--- config.mk ---
export PLATFORM = sky130hd
export DESIGN_NAME = cpu_mem_arbiter
export DESIGN_NICKNAME = d
export VERILOG_FILES = /design/src/rtl/cpu_mem_arbiter_pkg.sv /design/src/rtl/cpu_mem_arbiter_mem_req_reg.sv /design/src/rtl/cpu_mem_arbiter.sv
export SDC_FILE = /design/constraint.sdc
export NUM_CORES = 1
export LEC_CHECK = 0
export BUFFER_PORTS_ARGS = -buffer_cell sky130_fd_sc_hd__buf_2
export CORE_AREA = 4 4 120 122
export CTS_CLUSTER_SIZE = 40
export DETAILED_ROUTE_END_ITERATION = 10
export DIE_AREA = 0 0 124 126
export GPL_ROUTABILITY_DRIVEN = 0
export MAX_ROUTING_LAYER = met4
export PLACE_DENSITY = 0.81
export SYNTH_ARGS = -nofsm -noshare
export SYNTH_HDL_FRONTEND = slang
export SYNTH_SLANG_ARGS = --single-unit
--- constraint.sdc ---
create_clock -name clk -period 3.3 [get_ports clk]
set_input_delay 0.66 -clock clk [delete_from_list [all_inputs] [get_ports clk]]
set_output_delay 0.66 -clock clk [all_outputs]
set_load 0.05 [all_outputs]
--- src/rtl/cpu_mem_arbiter_pkg.sv ---
// Shared types for the CPU memory-port arbiter: FSM state, request owner
// and the captured downstream request bundle.
package arb_types;

  // Data/address width carried by the request bundle; the arbiter's WIDTH
  // parameter must match because the packed struct is sized here.
  localparam int ARB_WIDTH = 32;
  localparam int ARB_BE_W  = ARB_WIDTH / 8;

  typedef enum logic [1:0] {
    IDLE = 2'd0,
    BUSY = 2'd1,
    RESP = 2'd2
  } arb_state_t;

  typedef enum logic {
    OWN_I = 1'b0,
    OWN_D = 1'b1
  } arb_owner_t;

  typedef struct packed {
    logic                 read;
    logic                 write;
    logic [ARB_BE_W-1:0]  byte_enable;
    logic [ARB_WIDTH-1:0] address;
    logic [ARB_WIDTH-1:0] wdata;
  } mem_req_t;

  // Build a request bundle; read&write together is treated as a write.
  function automatic mem_req_t make_req(input logic                 read,
                                        input logic                 write,
                                        input logic [ARB_BE_W-1:0]  be,
                                        input logic [ARB_WIDTH-1:0] address,
                                        input logic [ARB_WIDTH-1:0] wdata);
    mem_req_t r;
    r.read        = read & ~write;
    r.write       = write;
    r.byte_enable = be;
    r.address     = address;
    r.wdata       = wdata;
    return r;
  endfunction

endpackage

--- src/rtl/cpu_mem_arbiter_mem_req_reg.sv ---
// Loadable holding register for the granted request bundle and its owner.
// Cleared synchronously by rst so the downstream port reads 0 after reset.
module mem_req_reg
  import arb_types::*;
(
  input  logic       clk,
  input  logic       rst,
  input  logic       load,
  input  mem_req_t   req_in,
  input  arb_owner_t owner_in,
  output mem_req_t   req_out,
  output arb_owner_t owner_out
);

  mem_req_t   req_d,   req_q;
  arb_owner_t owner_d, owner_q;

  // Next value: take the new bundle on load, otherwise hold.
  always_comb begin
    req_d   = req_q;
    owner_d = owner_q;
    if (load) begin
      req_d   = req_in;
      owner_d = owner_in;
    end
  end

  // Bundle register with synchronous clear.
  always_ff @(posedge clk) begin
    if (rst) begin
      req_q   <= '0;
      owner_q <= OWN_I;
    end else begin
      req_q   <= req_d;
      owner_q <= owner_d;
    end
  end

  assign req_out   = req_q;
  assign owner_out = owner_q;

endmodule

--- src/rtl/cpu_mem_arbiter.sv ---
// Arbiter between the CPU fetch port (i_mem_*) and the LSQ port (d_mem_*)
// onto one downstream memory port using the same read/write/resp protocol.
// One request is in flight at a time: IDLE grants, BUSY drives the captured
// bundle downstream until mem_resp, RESP pulses the owner's resp once.
//
// Handshake: a requester raises read or write and holds the whole bundle
// until it sees its single-cycle resp; it may change the request in the
// cycle after resp. Downstream mem_read/mem_write likewise stay high until
// mem_resp, and are dropped in the cycle after it.
//
// Build option: define ARB_RR_EN to alternate grants on contention (the
// port not granted most recently wins); otherwise d has fixed priority.
module cpu_mem_arbiter
  import arb_types::*;
#(
  parameter int WIDTH = ARB_WIDTH
) (
  input  logic               clk,
  input  logic               rst,
  input  logic               i_mem_read,
  input  logic               i_mem_write,
  input  logic [WIDTH/8-1:0] i_mem_byte_enable,
  input  logic [WIDTH-1:0]   i_mem_address,
  input  logic [WIDTH-1:0]   i_mem_wdata,
  output logic               i_mem_resp,
  output logic [WIDTH-1:0]   i_mem_rdata,
  input  logic               d_mem_read,
  input  logic               d_mem_write,
  input  logic [WIDTH/8-1:0] d_mem_byte_enable,
  input  logic [WIDTH-1:0]   d_mem_address,
  input  logic [WIDTH-1:0]   d_mem_wdata,
  output logic               d_mem_resp,
  output logic [WIDTH-1:0]   d_mem_rdata,
  output logic               mem_read,
  output logic               mem_write,
  output logic [WIDTH/8-1:0] mem_byte_enable,
  output logic [WIDTH-1:0]   mem_address,
  output logic [WIDTH-1:0]   mem_wdata,
  input  logic               mem_resp,
  input  logic [WIDTH-1:0]   mem_rdata
);

  arb_state_t       state_d, state_q;
  logic [WIDTH-1:0] i_rdata_d, i_rdata_q;
  logic [WIDTH-1:0] d_rdata_d, d_rdata_q;

  logic       i_req, d_req;
  logic       load;
  arb_owner_t owner_sel;
  mem_req_t   req_sel;
  mem_req_t   req_q;
  arb_owner_t owner_q;
  logic       busy;

`ifdef ARB_RR_EN
  arb_owner_t last_owner_d, last_owner_q;
`endif

  assign i_req = i_mem_read | i_mem_write;
  assign d_req = d_mem_read | d_mem_write;

  // Next-state, grant selection and read-data capture.
  always_comb begin
    state_d   = state_q;
    load      = 1'b0;
    owner_sel = OWN_I;
    i_rdata_d = i_rdata_q;
    d_rdata_d = d_rdata_q;
`ifdef ARB_RR_EN
    last_owner_d = last_owner_q;
`endif
    case (state_q)
      IDLE: begin
        if (i_req || d_req) begin
          load    = 1'b1;
          state_d = BUSY;
          if (i_req && d_req) begin
`ifdef ARB_RR_EN
            owner_sel = (last_owner_q == OWN_I) ? OWN_D : OWN_I;
`else
            owner_sel = OWN_D;
`endif
          end else begin
            owner_sel = d_req ? OWN_D : OWN_I;
          end
`ifdef ARB_RR_EN
          last_owner_d = owner_sel;
`endif
        end
      end
      BUSY: begin
        if (mem_resp) begin
          state_d = RESP;
          // Only reads update the owner's rdata; writes leave it untouched.
          if (req_q.read) begin
            if (owner_q == OWN_I) i_rdata_d = mem_rdata;
            else                  d_rdata_d = mem_rdata;
          end
        end
      end
      RESP:    state_d = IDLE;
      default: state_d = IDLE;
    endcase
  end

  // Bundle of the port being granted this cycle.
  always_comb begin
    req_sel = make_req(i_mem_read, i_mem_write, i_mem_byte_enable,
                       i_mem_address, i_mem_wdata);
    if (owner_sel == OWN_D) begin
      req_sel = make_req(d_mem_read, d_mem_write, d_mem_byte_enable,
                         d_mem_address, d_mem_wdata);
    end
  end

  // State and read-data registers.
  always_ff @(posedge clk) begin
    if (rst) begin
      state_q   <= IDLE;
      i_rdata_q <= '0;
      d_rdata_q <= '0;
    end else begin
      state_q   <= state_d;
      i_rdata_q <= i_rdata_d;
      d_rdata_q <= d_rdata_d;
    end
  end

`ifdef ARB_RR_EN
  // Most recent grant; reset to i so the first contended grant goes to d.
  always_ff @(posedge clk) begin
    if (rst) last_owner_q <= OWN_I;
    else     last_owner_q <= last_owner_d;
  end
`endif

  mem_req_reg u_req_reg (
    .clk       (clk),
    .rst       (rst),
    .load      (load),
    .req_in    (req_sel),
    .owner_in  (owner_sel),
    .req_out   (req_q),
    .owner_out (owner_q)
  );

  // Downstream request only while BUSY, so it drops the cycle after mem_resp.
  assign busy            = (state_q == BUSY);
  assign mem_read        = busy & req_q.read;
  assign mem_write       = busy & req_q.write;
  assign mem_byte_enable = busy ? req_q.byte_enable : '0;
  assign mem_address     = busy ? req_q.address     : '0;
  assign mem_wdata       = busy ? req_q.wdata       : '0;

  assign i_mem_resp  = (state_q == RESP) && (owner_q == OWN_I);
  assign d_mem_resp  = (state_q == RESP) && (owner_q == OWN_D);
  assign i_mem_rdata = i_rdata_q;
  assign d_mem_rdata = d_rdata_q;

endmodule

Word level (Yosys, flattened, before mapping). Cells that the tools add are included.

Equality and inequality tests: 4. Bitwise operators: 9. Mux-type cells: 13. Reduce and logical (&&, ||, !) cells: 8.

Operators with widths (count): two-way mux 70 bit (1); two-way mux 32 bit (2); AND reduction 4 bit (2); two-way mux 1 bit (6); AND 1 bit (4); two-way mux 2 bit (2); two-way mux 4 bit (1); inequality test 2 bit (second input constant) (2); one-hot mux 2 bit (2 select lines) (1); logical AND 1 bit (3); inverter 1 bit (3); equality test 2 x 1 -> 1 bit (second input constant) (1); equality test 2 bit (second input constant) (1); logical NOT 2 bit (1); OR 1 bit (2); AND reduction 2 bit (1); logical OR 1 bit (1).

Bits of input ports: 175. Bits in registers: 137. Logic and storage cells: 43.

Logic depth before layout (Yosys ltp).
Depth after elaboration: 6. Depth in mapped cells: 6.

Modules after synthesis. From an unflattened synthesis, not the netlist that was laid out.

Cell total of the unflattened synthesis: 642. Area, all modules: 6690.2 um^2.

By module, submodules not included: cpu_mem_arbiter (times used 1, cells each 413, area an instance 4144.0 um^2); mem_req_reg (times used 1, cells each 229, area an instance 2546.2 um^2).

Worst setup path after synthesis. OpenSTA, ideal clock, no wires.

Path kind: register -> output. Start point: register u_req_reg.owner_q (netlist: u_req_reg.owner_out). End point: output port i_mem_resp. Cell stages (with the launch flop): 4. Path slack: 0.863 ns. Arrival time: 1.777 ns. Cell sequence: dfxtp_1 -> clkbuf_1 -> clkbuf_1 -> nor3b_1.

Word-level cells in the longest chain between the ends: 2.

RTL lines: start: declaration (RTL line cpu_mem_arbiter_mem_req_reg.sv:16) `arb_owner_t owner_d, owner_q;`; start signal: assignment (RTL line cpu_mem_arbiter_mem_req_reg.sv:35) `owner_q <= owner_d;`; inverter 1 bit (no source line); logical AND 1 bit (RTL line cpu_mem_arbiter.sv:155) `assign i_mem_resp = (state_q == RESP) && (owner_q == OWN_I);`; end: declaration (RTL line cpu_mem_arbiter.sv:25) `output logic i_mem_resp,`.

Every way passes these cells.

Final worst setup path.
Start point: register state_q[0]. End point: output port mem_address[15].

Word-level cells in the longest chain between the ends: 2.

RTL lines: start: declaration (RTL line cpu_mem_arbiter.sv:43) `arb_state_t state_d, state_q;`; start signal: assignment (RTL line cpu_mem_arbiter.sv:123) `state_q <= state_d;`; equality test 2 x 1 -> 1 bit (RTL line cpu_mem_arbiter.sv:148) `assign busy = (state_q == BUSY);`; two-way mux 32 bit (RTL line cpu_mem_arbiter.sv:152) `assign mem_address = busy ? req_q.address : '0;`; end: declaration (RTL line cpu_mem_arbiter.sv:37) `output logic [WIDTH-1:0] mem_address,`.

Every way passes these cells.

==> impl_metrics.tcl <==
set metrics [dict create \
    skew_ps 9.912 \
    totalPowerFinal_uw 4299 \
    critical_path_capture_point_type "output pin" \
    start_util_pct 47.00 \
    place_area_um2 7868 \
    synth_top_cell_area_share_pct 44.24 \
    synth_area_um2 6200 \
    min_path_type "register to register" \
    clock-root-buffer "sky130_fd_sc_hd__clkbuf_16" \
    vias_per_cell 4.958 \
    drc 0 \
    gr-usage-all-layers_pct 23.02 \
    synthesized_area_per_cell_um2 10.02 \
    number_of_antenna_violations_at_the_first_check_in_global_routing 1 \
    crit_path_start_kind "register" \
    timing.critical_path.buf_inv 2 \
    cts_tree "yes" \
    fin_nets 1078 \
    powerDensity_nw_per_um2 509.1 \
    rr_worst_depth 4 \
    final_hold_viol_count 0 \
    crit_required_ps 2640 \
    ctsHtreeMaxLevel 4 \
    outcome "finished clean" \
    die_height_um 126 \
    drv_slew 0 \
    ctsResizeCount 0 \
    wire_per_inst_um 16.40 \
    ys_ff_latch 137 \
    library_cell_occupying_the_most_area_in_the_post_synthesis_netlist "sky130_fd_sc_hd__dfxtp_1" \
    final_area_um2 8443 \
    ctsHoldBuffers 0 \
    worst_hold_path.num_cells 1 \
    worst-endpoint-arrival_ps 2030 \
    dr.pass1.iters 4 \
    rsz0062_at_grt "false" \
    min_period_ps 2693 \
    cp_max_fo 47 \
    timing.setup.critical_path_class "register to output pin" \
    clock.fmax_mhz 371.4 \
    tritoncts_num_sinks 137 \
    timing.final.crit_share_pct 81.59 \
    critical_path.top_delay_family "simple AND/OR/NAND/NOR gates" \
    detail-route-antenna-nets 0 \
    worst-slew-pin-transition_ps 809.2 \
    vdd_ir_drop_max_v 0.0003249 \
    cpMaxStageDelayCell "sky130_fd_sc_hd__nor2b_4" \
    grt_remaining_overflow 0 \
    cts_inserted_buffers 17 \
    postCtsSetupBuffers 0 \
    num_io_pins 311 \
    total_vias_in_the_final_route 5419 \
    timing.max_cap.violations 0 \
    grt_start_max_net_pins 103 \
    worstSetupPathDepth 4 \
    finalWirelength_um 17920 \
    clkLatencyLatePin_ps 420 \
    area_delta_synth_final_pct 36.19 \
    drt_first_iter_violations 378 \
    floorplan.die.width_um 124 \
    clk_transition_reported_paths_ps 60 \
    io_buffers 310 \
    setup-tns-final_ps 0 \
    global_route_wire_length_before_repair_um 27540 \
    mappedNetlistNets 794 \
    critical_path.max_stage_delay_ps 490 \
    cts_buffer_depth 2 \
    synth_warnings 0 \
    drive_gt1_share_pct 40.17 \
    synth-async-reset-ratio_pct 0 \
    post_synth_main_area_contributors "sky130_fd_sc_hd__dfxtp_1 44%, sky130_fd_sc_hd__mux2i_1 16%, sky130_fd_sc_hd__o2bb2ai_1 8.2%, sky130_fd_sc_hd__and2_1 7.2%, sky130_fd_sc_hd__nand2b_1 6.7%" \
    core_area_um2 13190 \
    worst_hold_slack_ps 454.2 \
    portion_of_the_post_synthesis_area_used_by_sequential_elements_pct 44.24 \
    floorplan.die_area_um2 15620 \
    synth-edff-count 0 \
    setup_viol 0 \
    netlist-cell-type-count 27 \
    slew_headroom_pct 46.06 \
    synthCells 619 \
    dpl.hpwl_um 13240 \
    first_global_vias 5407 \
    critical_path.cell_chain "nor2b_4 -> buf_12 -> and2_1 -> buf_2" \
    power.static_leakage_uw 0.003877 \
    ys.flop_type "sky130_fd_sc_hd__dfxtp_1" \
    row_count 42 \
]
==> final timing paths <==
| kind | from | to | slack [ps] |
|---|---|---|---|
| max reg2reg | state_q[1] | u_req_reg.req_out[24] | 1390 |
| max | state_q[0] | mem_address[15] | 610 |
| min | u_req_reg.req_out[31] | u_req_reg.req_out[31] | 450 |
| min reg2reg | u_req_reg.req_out[31] | u_req_reg.req_out[31] | 450 |
==> area by class of cell <==
cell class              instances  area (µm²)
multi-input cells             427        3228
diodes                          1       2.502
well taps                     176       220.2
clock inverters                13       120.1
flip-flops and latches        137        2743
fillers                      1150        4747
repair buffers                320        1677
clock buffers                  19       452.9
==> cells by family after synthesis <==
group	after synthesis	share of synthesized area, %
buf+inv	55	3.976
mux	100	16.15
flops	137	44.24
compound gates	141	16.73
simple gates	186	18.91
==> cells in the final DEF (no fill, tap or decap), drive strengths merged <==
master,count
buf,320
dfxtp,137
mux2i,100
and2,71
o21ai,68
o2bb2ai,68
nand2b,66
nor2b,34
clkbuf,19
clkinv,6
a21oi,4
and3b,3
inv,3
clkinvlp,3
nor2,3
diode,1
nor3b,1
and4b,1
nand4b,1
or4,1
nor4,1
or2,1
or3,1
nor3,1
a21o,1
nand2,1
bufinv,1
==> layer usage <==
metal  up-vias  part of all wire, %  global-route usage, %
met2       176                   51                  38.37
met3        24                  6.5                  4.753
met4         0                  1.7                  9.149
met5         -                    0                      -
met1      2483                   41                  26.96
li1       2736                    -                      -
==> Yosys cell counts, types with 2 or more instances <==
| library cell | number |
|---|---|
| sky130_fd_sc_hd__o2bb2ai_1 | 58 |
| sky130_fd_sc_hd__and2_1 | 71 |
| sky130_fd_sc_hd__buf_1 | 4 |
| sky130_fd_sc_hd__a21oi_1 | 3 |
| sky130_fd_sc_hd__mux2i_1 | 100 |
| sky130_fd_sc_hd__buf_4 | 3 |
| sky130_fd_sc_hd__o2bb2ai_2 | 10 |
| sky130_fd_sc_hd__nor2_1 | 3 |
| sky130_fd_sc_hd__clkbuf_1 | 35 |
| sky130_fd_sc_hd__nor2b_1 | 34 |
| sky130_fd_sc_hd__dfxtp_1 | 137 |
| sky130_fd_sc_hd__o21ai_0 | 68 |
| sky130_fd_sc_hd__buf_2 | 11 |
| sky130_fd_sc_hd__buf_6 | 2 |
| sky130_fd_sc_hd__nand2b_1 | 66 |
| sky130_fd_sc_hd__and3b_1 | 3 |
==> per-stage QoR <==
stage               instances  utilization [%]  setup slack (ps)
floorplan                 619                -             862.8
global placement         1060            59.65              1026
CTS                      1092            63.99             596.7
finish                   1093            64.01             607.4
global route             1093            64.01             424.8
detailed placement       1060            59.65             999.5
==> registers in the layout (all words and copies together) (netlist names) <==
| signal | flops |
|---|---|
| d_mem_rdata | 32 |
| state_q | 2 |
| u_req_reg.owner_out | 1 |
| i_mem_rdata | 32 |
| u_req_reg.req_out | 70 |
==> report_power, final <==
part	internal (µW)	total [µW]	switching (µW)
clock network	1080	1810	727
logic	256	680	425
registers	1750	1810	59.2
(Power assumes the default switching activity.)
